`config.mk`:
```
export PLATFORM = sky130hd
export DESIGN_NAME = serdes_tx_gearbox
export DESIGN_NICKNAME = d
export VERILOG_FILES = /design/src/rtl/serdes_tx_gearbox.sv
export SDC_FILE = /design/constraint.sdc
export NUM_CORES = 1
export LEC_CHECK = 0
export ABC_AREA = 1
export BUFFER_PORTS_ARGS = -buffer_cell sky130_fd_sc_hd__buf_4
export CORE_ASPECT_RATIO = 0.5
export CORE_MARGIN = 4
export CORE_UTILIZATION = 45
export CTS_BUF_LIST = sky130_fd_sc_hd__clkbuf_2
export CTS_CLUSTER_DIAMETER = 50
export DETAILED_ROUTE_END_ITERATION = 8
export PLACE_DENSITY = 0.68
export SETUP_SLACK_MARGIN = 0.05
export SYNTH_ARGS = -nofsm -noshare
export SYNTH_HDL_FRONTEND = slang
export SYNTH_SLANG_ARGS = --single-unit
```
`constraint.sdc`:
```
create_clock -name clk -period 2.2 [get_ports clk]
set_clock_uncertainty 0.2 [all_clocks]
set_input_delay 0.22 -clock clk [delete_from_list [all_inputs] [get_ports clk]]
set_output_delay 0.22 -clock clk [all_outputs]
set_load 0.02 [all_outputs]
```
`src/rtl/serdes_tx_gearbox.sv`:
```
// serdes_tx_gearbox: 32-bit word to 8-bit serializer gearbox.
// Accepts a word through a valid/ready handshake and emits it as four bytes,
// byte 0 first. Holds the serializer in reset after system reset (WAKE),
// idles with IDLE_WORD, and sends TRAIN_WORD while link training is requested.
//
// Ports
//   clk       in   serializer divided clock, rising edge
//   rst       in   asynchronous active-high reset
//   in_data   in   [31:0] word to transmit, byte 0 = in_data[7:0]
//   in_valid  in   in_data is valid
//   in_ready  out  word accepted this cycle when in_valid is also high
//   train     in   level request for the training pattern
//   ser_d     out  [7:0] parallel byte to the serializer
//   ser_oce   out  serializer output clock enable
//   ser_rst   out  serializer reset
//   busy      out  high while ser_d carries a data byte
//   tx_count  out  [15:0] number of accepted words, wraps
// Every output is a flop; no input reaches an output combinationally.
module serdes_tx_gearbox #(
   parameter logic [7:0]  IDLE_WORD       = 8'h00,
   parameter logic [7:0]  TRAIN_WORD      = 8'h6A,
   parameter int unsigned RST_HOLD_CYCLES = 4
) (
   input  logic        clk,
   input  logic        rst,
   input  logic [31:0] in_data,
   input  logic        in_valid,
   output logic        in_ready,
   input  logic        train,
   output logic [7:0]  ser_d,
   output logic        ser_oce,
   output logic        ser_rst,
   output logic        busy,
   output logic [15:0] tx_count
);

   localparam int unsigned DATA_W = 32;
   localparam int unsigned BYTE_W = 8;
   localparam int unsigned REST_W = DATA_W - BYTE_W;
   localparam int unsigned CNT_W  = 16;
   localparam int unsigned WAKE_W = 4;
   localparam int unsigned IDX_W  = 2;

   // Final WAKE count; the transition to IDLE happens on the edge that sees it.
   localparam logic [WAKE_W-1:0] WAKE_LAST = WAKE_W'(RST_HOLD_CYCLES - 1);
   localparam logic [IDX_W-1:0]  IDX_B2    = IDX_W'(2);
   localparam logic [IDX_W-1:0]  IDX_B3    = IDX_W'(3);

   typedef enum logic [1:0] {
      WAKE  = 2'd0,
      IDLE  = 2'd1,
      SEND  = 2'd2,
      TRAIN = 2'd3
   } state_t;

   state_t              state, state_nxt;
   logic [WAKE_W-1:0]   wake_cnt, wake_cnt_nxt;
   logic [IDX_W-1:0]    idx, idx_nxt;         // index of the byte currently on ser_d
   logic [REST_W-1:0]   rest, rest_nxt;       // bytes of the word not yet on ser_d
   logic [BYTE_W-1:0]   ser_d_nxt;
   logic                ser_oce_nxt;
   logic                ser_rst_nxt;
   logic                in_ready_nxt;
   logic                busy_nxt;
   logic [CNT_W-1:0]    tx_count_nxt;
   logic                load;
   logic                xfer;

   // Handshake uses the registered ready, so the transfer decision is local.
   assign xfer = in_valid & in_ready;

   // Accepted-word counter, wraps naturally at 16 bits.
   assign tx_count_nxt = xfer ? tx_count + CNT_W'(1) : tx_count;

   // Next state and next registered output values.
   always_comb begin
      state_nxt    = state;
      wake_cnt_nxt = wake_cnt;
      idx_nxt      = idx;
      rest_nxt     = rest;
      ser_d_nxt    = IDLE_WORD;
      ser_oce_nxt  = 1'b1;
      ser_rst_nxt  = 1'b0;
      in_ready_nxt = 1'b0;
      busy_nxt     = 1'b0;
      load         = 1'b0;

      unique case (state)
         WAKE: begin
            if (wake_cnt == WAKE_LAST) begin
               state_nxt    = IDLE;
               in_ready_nxt = ~train;
            end else begin
               wake_cnt_nxt = wake_cnt + WAKE_W'(1);
               ser_oce_nxt  = 1'b0;
               ser_rst_nxt  = 1'b1;
            end
         end

         IDLE: begin
            if (xfer) begin
               load = 1'b1;
            end else if (train) begin
               state_nxt = TRAIN;
               ser_d_nxt = TRAIN_WORD;
            end else begin
               in_ready_nxt = 1'b1;
            end
         end

         SEND: begin
            if (idx != IDX_B3) begin
               ser_d_nxt    = rest[BYTE_W-1:0];
               rest_nxt     = {BYTE_W'(0), rest[REST_W-1:BYTE_W]};
               idx_nxt      = idx + IDX_W'(1);
               busy_nxt     = 1'b1;
               // Ready is offered alongside byte 3 so the next word follows gaplessly.
               in_ready_nxt = (idx == IDX_B2) && !train;
            end else if (xfer) begin
               load = 1'b1;
            end else if (train) begin
               state_nxt = TRAIN;
               ser_d_nxt = TRAIN_WORD;
            end else begin
               state_nxt    = IDLE;
               in_ready_nxt = 1'b1;
            end
         end

         TRAIN: begin
            if (train) begin
               ser_d_nxt = TRAIN_WORD;
            end else begin
               state_nxt    = IDLE;
               in_ready_nxt = 1'b1;
            end
         end

         default: begin
            state_nxt = WAKE;
         end
      endcase

      // Capture a new word: byte 0 goes straight to the output register.
      if (load) begin
         state_nxt    = SEND;
         idx_nxt      = '0;
         ser_d_nxt    = in_data[BYTE_W-1:0];
         rest_nxt     = in_data[DATA_W-1:BYTE_W];
         busy_nxt     = 1'b1;
         in_ready_nxt = 1'b0;
      end
   end

   // State and output registers; reset aborts any word in flight at once.
   always_ff @(posedge clk or posedge rst) begin
      if (rst) begin
         state    <= WAKE;
         wake_cnt <= '0;
         idx      <= '0;
         rest     <= '0;
         ser_d    <= IDLE_WORD;
         ser_oce  <= 1'b0;
         ser_rst  <= 1'b1;
         in_ready <= 1'b0;
         busy     <= 1'b0;
         tx_count <= '0;
      end else begin
         state    <= state_nxt;
         wake_cnt <= wake_cnt_nxt;
         idx      <= idx_nxt;
         rest     <= rest_nxt;
         ser_d    <= ser_d_nxt;
         ser_oce  <= ser_oce_nxt;
         ser_rst  <= ser_rst_nxt;
         in_ready <= in_ready_nxt;
         busy     <= busy_nxt;
         tx_count <= tx_count_nxt;
      end
   end

endmodule

```
==> metrics.md, run 1 <==
| Metric | Value |
|---|---|
| Outcome | completed |
| Total negative setup slack | 0 ns |
| Largest net degree at the start of global routing | 36 |
| Reg2reg setup slack | around 0.20 ns |
| Clock transition at path regs | about 0.16 ns |
| Adder-cell area share of the yosys netlist | 3.88% |
| Syn_nets | roughly 400 |
| Fin. Hold Viols | 0 |
| Post-layout min period | 2.00 ns |
| Ys flop type | dfrtp_1 |
| Largest family of logic cells by synthesized area | simple AND/OR/NAND/NOR gates |
| Crit path capture | rest[10] |
| Clk_lat worst skew | 0.49 ns |
| Global placer's final weighted congestion | 0.807 |
| Num Clock Sinks | 60 |
| R2R depth | 8 |
| Async S/R FF share, synth | 100% |
| WP data arrival | 2.23 ns |
| Cell taking the most area after synthesis | dfrtp_1 |
| Unrepaired setup endpoints after global routing | yes |
| DIE AREA | 7880 µm² |
| Slew headroom | ~62% |
| Worst R2R End | rest[10] |
| 1st-pass router iterations | 4 |
| I/O pins | 64 |
| Post-CTS Setup Inserts | 0 |
| Final setup viols | 0 |
| Critical path fanouts, max | 33 |
| Diode count | 0 |
| Mapped cell area | between 2000 and 3000 µm² |
| Nets@finish | 498 |
| Via count | 2617 |
| FMAX | 500 MHz |
| Peak VDD IR | between 300 and 400 µV |
| Area contributors post-synth | dfrtp_1, nand2_1, nand3_1 |
| Simple-Gate Fraction of Synth Area | 32.0% |
| CP Capture Type | register |
| Hold/Removal Path Class | in2async |
| Antenna-violating nets left | 0 |
| Avg Cell Area, Syn | between 8 and 9 µm² |
| DR iter-0 viols | around 190 |
| Post-synth top area share | 50.8% |
| Core Region | a little over 6000 µm² |
| WP data required | 2.43 ns |
| Total track usage | ~18% |
| CTS tree | yes |
| Top cells by count, synth | nand2_1, dfrtp_1, nand3_1 |
| Clock H-tree levels | 3 |
| Worst slew pin tran | 0.566 ns |
| Post-synth EDFFs | 0 |
| Crit path launch type | register |
| Initial antenna violation count | 0 |
| Final Slew Violations | 0 |
| Synth warn | 0 |
| Flops & latches, synth | 60 |
| DRC Markers | 0 |
| Worst reg2reg path startpoint | state[0] |
| Die H | 64.8 µm |
| Xor and xnor fraction of the mapped netlist area | 3.62% |
| Static leakage | 2.05 nW |
| Critical path type | reg2reg |
| Vias in the first global route | around 2500 |
| Maximum Capacitance Violations | 0 |
| First-pass GRT wire length | 11300 µm |
| Placed Instances | 494 |
| Cells after synthesis | 351 |
| Area growth from synthesis to layout | 33.5% |
| CP Launch Point | state[0] |
| Most numerous cell in the Yosys netlist | nand2_1 |
| CTS Buf Count | 9 |
| Fillers | around 550 |
| Routed vias/inst | 4.80 |
| IO Port Bufs | 63 |
| Power Density | 912 nW/µm² |
| Yosys cell types | 24 |
| Mux share of post-synthesis cell area | 0% |
| Crit share post-route | roughly nine tenths |
| Initial core utilization | roughly 47% |
| Compound-Gate Fraction of Synth Area | 2.33% |
| CTS Root Buffer Type | clkbuf_2 |
| Num rows | 20 |
| Post-route insts no fill | 545 |
| CTS max path bufs | 2 |
| WL final | approximately 6700 µm |
| Sequential fraction of the synthesis area | 51.7% |
| Gr ovfl total | 0 |
| Finished Core Util | 63.0% |
| Layout cells sized above 1 | slightly below 20% |
| Die W | 122 µm |
| Post-DP HPWL | 4440 µm |
| Per-cell routed wire length | approximately 12 µm |
## sequential cells by signal, summed over array words and instances, names as in the netlist
signal    flops
rest         24
tx_count     16
ser_d         8
wake_cnt      4
idx           2
state         2
busy          1
in_ready      1
ser_oce       1
ser_rst       1
## layer usage
layer  track usage (%)  wire, µm  part of all wire (%)  vias up
li1                  -         -                     -     1321
met1              23.3      3040                    45     1212
met2              29.1      3100                    46       70
met3              5.32       405                   6.0       14
met4              9.08       148                   2.2        0
met5                 0         0                     0        -
## final cells by class
type	count	area [µm²]	area share, %
clock buffers	11	55.1	1.42
clock inverters	4	17.5	0.451
inverters	29	114	2.93
multi-input cells	252	1220	31.5
flip-flops and latches	60	1500	38.7
well taps	88	110	2.84
repair buffers	101	858	22.1
## power by group
group	internal, mW	switching [mW]
combinational	0.563	0.789
sequential	1.45	0.224
clock	0.141	0.372
total	2.15	1.39
## repair_timing
| action | 4_1_cts | 5_1_grt |
|---|---|---|
| hold endpoints to repair | 100 | 0 |
| hold buffers | 35 | 0 |
| resized for setup | 0 | 1 |
| setup endpoints to repair | 0 | 3 |
## how the worst min path moves through the flow
stage | endpoint | slack [ns] | depth (start not counted)
finish | state[1] | 0.12 | 3
global route | state[1] | 0.11 | 3
CTS | state[1] | 0.08 | 3
detailed placement | tx_count[11] | 0.12 | 2
global placement | tx_count[15] | 0.12 | 2
floorplan | ser_d[6] | 0.14 | 2
## metrics by stage
stage	total power [mW]	setup slack (ns)	hold WS (ns)	cell area (µm²)
2_1_floorplan	2.58	0.297	0.137	2910
3_3_place_gp	2.93	0.359	0.118	3450
3_5_place_dp	2.99	0.216	0.123	3450
4_1_cts	3.58	0.184	0.0811	3870
5_1_grt	3.85	0.0394	0.109	3880
6_report	3.54	0.200	0.124	3880
## logic make-up after synthesis
group                      after synthesis
and+or+nand+nor                        217
buffers and inverters                   40
adders and majority gates                9
xor gates and xnor gates                12
AOI/OAI and AO/OA                       13
DFF                                     60
## worst max-delay path: stages, from the launching register on
cell and delay (ns):
dfrtp_1 0.43, inv_1 0.12, ha_1 0.28, nor2_1 0.21
nor2_4 0.06, nand2_4 0.11, buf_4 0.31, nand3_1 0.13
nand3_1 0.10
## placed cells by master, fill, tap and decap left out, types with 2 or more instances in the layout
cell | Yosys | final
nand2_1 | 118 | 118
buf_4 | 6 | 65
dfrtp_1 | 59 | 59
nand3_1 | 58 | 58
dlygate4sd3_1 | 0 | 35
nor2_1 | 29 | 29
inv_1 | 26 | 25
clkbuf_2 | 0 | 11
ha_1 | 9 | 9
o21ai_0 | 8 | 8
xnor2_1 | 6 | 6
xor2_1 | 6 | 6
nand4_1 | 6 | 6
a21oi_1 | 4 | 4
inv_2 | 2 | 3
nor2_2 | 1 | 2
nor2_4 | 2 | 2
clkinv_1 | 0 | 2
clkinv_2 | 0 | 2
Note: power is estimated with default switching activity, not from simulation.
==> inputs of run 2 (changes only) <==
CTS_BUF_LIST = not set   (was sky130_fd_sc_hd__clkbuf_2)
==> metrics.md, run 2 (synthesis results as in run 1) <==
| Metric | Value |
|---|---|
| Critical path type | reg2reg |
| Final Slew Violations | 0 |
| Top delay family on crit path | buffers and inverters |
| Final setup viols | 0 |
| First-pass GRT wire length | ~12000 µm |
| Core Region | ~6000 µm² |
| Global placer's final weighted congestion | 0.807 |
| CTS Buf Count | 9 |
| Gr ovfl total | 0 |
| WL final | around 6800 µm |
| Slew headroom | 61.2% |
| Largest regs | rest: 24 flops, tx_count: 16 flops, ser_d: 8 flops |
| Num rows | 20 |
| Total track usage | 18.8% |
| Outcome | completed |
| Routed vias/inst | 4.80 |
| Post-DP HPWL | 4440 µm |
| Diode count | 0 |
| Met1 WL | 3110 µm |
| Most common cell after layout, fill and taps aside | nand2_1 |
| WP data required | 2.20 ns |
| Fillers | 518 |
| Via count | 2608 |
| Commonest cells after routing, fill and taps aside | nand2_1, buf_4, dfrtp_1, nand3_1, dlygate4sd3_1 |
| DIE AREA | 7880 µm² |
| Per-cell routed wire length | about 12 µm |
| Vias in the first global route | 2608 |
| Layout cells sized above 1 | 19.6% |
| Placement Cell Area | ~3400 µm² |
| Crit path launch type | register |
| Post-layout min period | 1.96 ns |
| DR WL met3 | 407 µm |
| Unrepaired setup endpoints after global routing | no |
| Clock H-tree levels | 3 |
| CP Launch Point | state[0] |
| Crit share post-route | 89.0% |
| DRC Markers | 0 |
| I/O pins | 64 |
| 1st-pass router iterations | 4 |
| Clock transition at path regs | approximately 0.05 ns |
| Num Clock Sinks | 60 |
| Worst reg2reg path startpoint | state[0] |
| Finished Core Util | about two thirds |
| WP data arrival | between 1.5 and 2 ns |
| Die W | 122 µm |
| IO Port Bufs | 63 |
| Maximum Capacitance Violations | 0 |
| Post-route insts no fill | between 500 and 600 |
| Hold/Removal Path Class | in2reg |
| Initial antenna violation count | 0 |
| CTS Root Buffer Type | clkbuf_16 |
| Critical path fanouts, max | 19 |
| Post-CTS Setup Inserts | 0 |
| Hold path startpoint | in_valid |
| Max incr delay on CP | 0.40 ns |
| Die H | 64.8 µm |
| Fin. Hold Viols | 0 |
| Static leakage | 2.12 nW |
| Initial core utilization | ~47% |
| Uppermost layer routed | met4 |
| CP Buf/Inv Count | 3 |
| Total negative setup slack | 0 ns |
| Slowest-stage cell, CP | dfrtp_1 |
| Placed Instances | 494 |
| Nets@finish | between 400 and 500 |
| Most common cell on crit path | nor2_1 |
| Peak VDD IR | 470 µV |
| CTS max path bufs | 2 |
| Largest net degree at the start of global routing | 36 |
| Routed length on met2 | 3160 µm |
| CP cell instances | inv_1 -> ha_1 -> inv_2 -> nor2_1 -> buf_4 -> nor2_1 -> nand3_1 -> a21oi_1 |
| Clk_lat worst skew | 0.32 ns |
| CP Capture Type | register |
| Layout Cell Area excl Fill | 4060 µm² |
| Max reg flops | 24 |
| Antenna-violating nets left | 0 |
| DR iter-0 viols | 220 |
| Power Density | 1060 nW/µm² |
| FMAX | 511 MHz |
| CTS tree | yes |
| Largest Register | rest |
| Worst slew pin tran | approximately 0.58 ns |
| Area growth from synthesis to layout | 39.8% |
==> run 2: worst paths after layout <==
kind,to,cells past startpoint,slack (ns)
setup reg to reg,state[0],8,0.24
setup / recovery,state[0],8,0.24
hold reg to reg,rest[21],2,0.27
hold / removal,tx_count[1],4,0.1
min in group asynchronous,tx_count[15],3,0.32
max in group asynchronous,busy,4,0.89
==> run 2: cell type report <==
cell class	count	area, µm²	area share (%)
Tap cell	88	110	2.71
Clock buffer	13	260	6.41
Clock inverter	2	10.0	0.246
Timing Repair Buffer	100	848	20.9
Inverter	29	114	2.80
Multi-Input combinational cell	251	1220	29.9
Sequential cell	60	1500	37.0
==> run 2: power by group <==
group | internal, mW | leakage [nW] | switching (mW) | total, mW
registers | 1.46 | 0.767 | 0.226 | 1.68
clock network | 0.811 | 0.135 | 0.448 | 1.26
logic | 0.560 | 1.22 | 0.789 | 1.35
==> run 2: through the flow <==
step | power [mW] | hold WS [ns] | setup WS, ns
after global routing | 4.60 | 0.122 | 0.0795
after CTS | 4.33 | 0.0874 | 0.206
after floorplan | 2.58 | 0.137 | 0.297
final | 4.29 | 0.0990 | 0.242
after detailed placement | 2.99 | 0.123 | 0.216
after global placement | 2.93 | 0.118 | 0.359
==> run 2: layer usage <==
layer	up-vias	global-route usage [%]
li1	1321	-
met1	1207	23.3
met2	70	30.4
met3	10	6.10
met4	0	7.82
met5	-	0
==> run 2: what timing repair did <==
action | CTS | global route
hold endpoints to repair | 57 | 0
endpoints found under the setup margin | 0 | 1
hold buffers | 34 | 0
resized for setup | 0 | 1
==> run 2: worst min-delay path, cell delays in order <==
cell and delay (ns):
buf_4 0.09, nand2_2 0.13, nand2_1 0.10, nand2_1 0.05
==> inputs of run 3 (changes only) <==
--- a/config.mk
+++ b/config.mk
@@ -14,5 +14,5 @@
 export DETAILED_ROUTE_END_ITERATION = 8
 export PLACE_DENSITY = 0.68
-export SETUP_SLACK_MARGIN = 0.05
+export SETUP_SLACK_MARGIN = 0.02
 export SYNTH_ARGS = -nofsm -noshare
 export SYNTH_HDL_FRONTEND = slang
==> constraint.sdc (replaced) <==
create_clock -name clk -period 2.2 [get_ports clk]
set_clock_uncertainty 0.2 [all_clocks]
set_input_delay 0.22 -clock clk [delete_from_list [all_inputs] [get_ports clk]]
set_output_delay 0.22 -clock clk [all_outputs]
set_load 0.1 [all_outputs]
==> metrics.md, run 3 (synthesis results as in run 1) <==
| Metric | Value |
|---|---|
| Outcome | completed |
| Core Region | around 6200 µm² |
| CTS Root Buffer Type | clkbuf_16 |
| Fin. Hold Viols | 0 |
| DRC Markers | 0 |
| Diode count | 0 |
| Clock H-tree levels | 3 |
| 1st-pass router iterations | 5 |
| Post-CTS Setup Inserts | 0 |
| Max reg flops | 24 |
| DR iter-0 viols | 156 |
| Worst slew pin tran | 0.556 ns |
| Final setup viols | 0 |
| Num rows | 20 |
| Peak VDD IR | 482 µV |
| Via count | 2635 |
| Layout Cell Area excl Fill | 4110 µm² |
| Commonest cells after routing, fill and taps aside | nand2_1, buf_4, nand3_1, dfrtp_1, dlygate4sd3_1 |
| Finished Core Util | approximately 67% |
| Hold/Removal Path Class | in2reg |
| Slew headroom | 62.9% |
| Die H | 64.8 µm |
| Final WS setup | 0.212 ns |
| IO Port Bufs | 63 |
| DIE AREA | between 7000 and 8000 µm² |
| First-pass GRT wire length | 11600 µm |
| WL final | 6690 µm |
| CTS tree | yes |
| CTS resizes | 0 |
| Final Slew Violations | 0 |
| Nets@finish | a little under 500 |
| Per-cell routed wire length | 12.3 µm |
| Static leakage | 2.14 nW |
| Critical path fanouts, max | 35 |
| Fillers | 484 |
| Power Density | 1250 nW/µm² |
| Post-layout min period | 1.99 ns |
| Clk_lat worst skew | 0.33 ns |
| CP Capture Type | register |
| Antenna-violating nets left | 0 |
| Post-DP HPWL | 4500 µm |
| Initial antenna violation count | 0 |
| Initial core utilization | 47.2% |
| Crit share post-route | about 90% |
| Clock transition at path regs | 0.05 ns |
| Total Power | between 5 and 6 mW |
| Gr ovfl total | 0 |
| WP data arrival | 2.00 ns |
| Crit path launch type | register |
| Routed vias/inst | just under 5 |
| CTS max path bufs | 2 |
| Critical path type | reg2reg |
| Largest Register | rest |
| Largest net degree at the start of global routing | 36 |
| Post-CTS Hold Buffers | 34 |
| Placement Cell Area | 3450 µm² |
| CTS Buf Count | 9 |
| Dpl ws | 0.235 ns |
| Maximum Capacitance Violations | 0 |
| Vias in the first global route | 2576 |
| Num Clock Sinks | 60 |
| I/O pins | 64 |
| Layout cells sized above 1 | 20.6% |
| Die W | 122 µm |
| Most common cell after layout, fill and taps aside | nand2_1 |
| Total track usage | between 10% and 20% |
| Largest regs | rest: 24 flops, tx_count: 16 flops, ser_d: 8 flops |
| Global placer's final weighted congestion | between 0.8 and 0.9 |
| FMAX | ~500 MHz |
| Area growth from synthesis to layout | 41.6% |
| Total negative setup slack | 0 ns |
| Unrepaired setup endpoints after global routing | no |
| WP data required | around 2.2 ns |
run 3: path summary, 6_finish.rpt:
path / slack, ns / startpoint / cells after the start / to
max reg2reg: 0.21 / state[1] / 9 / idx[1]
min: 0.09 / in_valid / 4 / tx_count[1]
min in group asynchronous: 0.31 / rst / 3 / tx_count[15]
min reg2reg: 0.27 / rest[2] / 2 / ser_d[2]
max in group asynchronous: 0.91 / rst / 4 / rest[3]
max: 0.21 / state[1] / 9 / idx[1]
run 3: worst max-delay path, stage by stage, from the launching register on:
cell and delay [ns]:
dfrtp_1 0.40, inv_1 0.11, ha_1 0.30, inv_1 0.07, nor2_2 0.15, nand2_4 0.09, inv_4 0.27, nor2_4 0.12
nand2_1 0.07, o21ai_0 0.07
run 3: power by group:
part / leakage (nW) / switching (mW) / internal (mW) / total, mW
registers: 0.765 / 0.228 / 1.46 / 1.69
logic: 1.22 / 1.42 / 0.565 / 1.99
clock network: 0.158 / 0.474 / 0.996 / 1.47
run 3: stage by stage:
step | instances | hold WS (ns)
finish | 544 | 0.0929
global route | 544 | 0.118
CTS | 544 | 0.0818
detailed placement | 494 | 0.116
global placement | 494 | 0.112
floorplan | 351 | 0.137
run 3: final cells by class:
class	instances	area, µm²	share of cell area [%]
clock buffer	13	280	6.81
clock inverter	3	42.5	1.03
inverter	29	111	2.71
multi-input combinational	251	1220	29.6
sequential	60	1510	36.6
tap	88	110	2.68
timing repair buffer	100	848	20.6
run 3: routing by layer:
layer,vias to the layer above,global-route usage [%],routed length [µm]
li1,1315,-,-
met1,1209,22.8,2900
met2,95,30.0,3130
met3,16,6.10,503
met4,0,9.22,155
met5,-,0,0
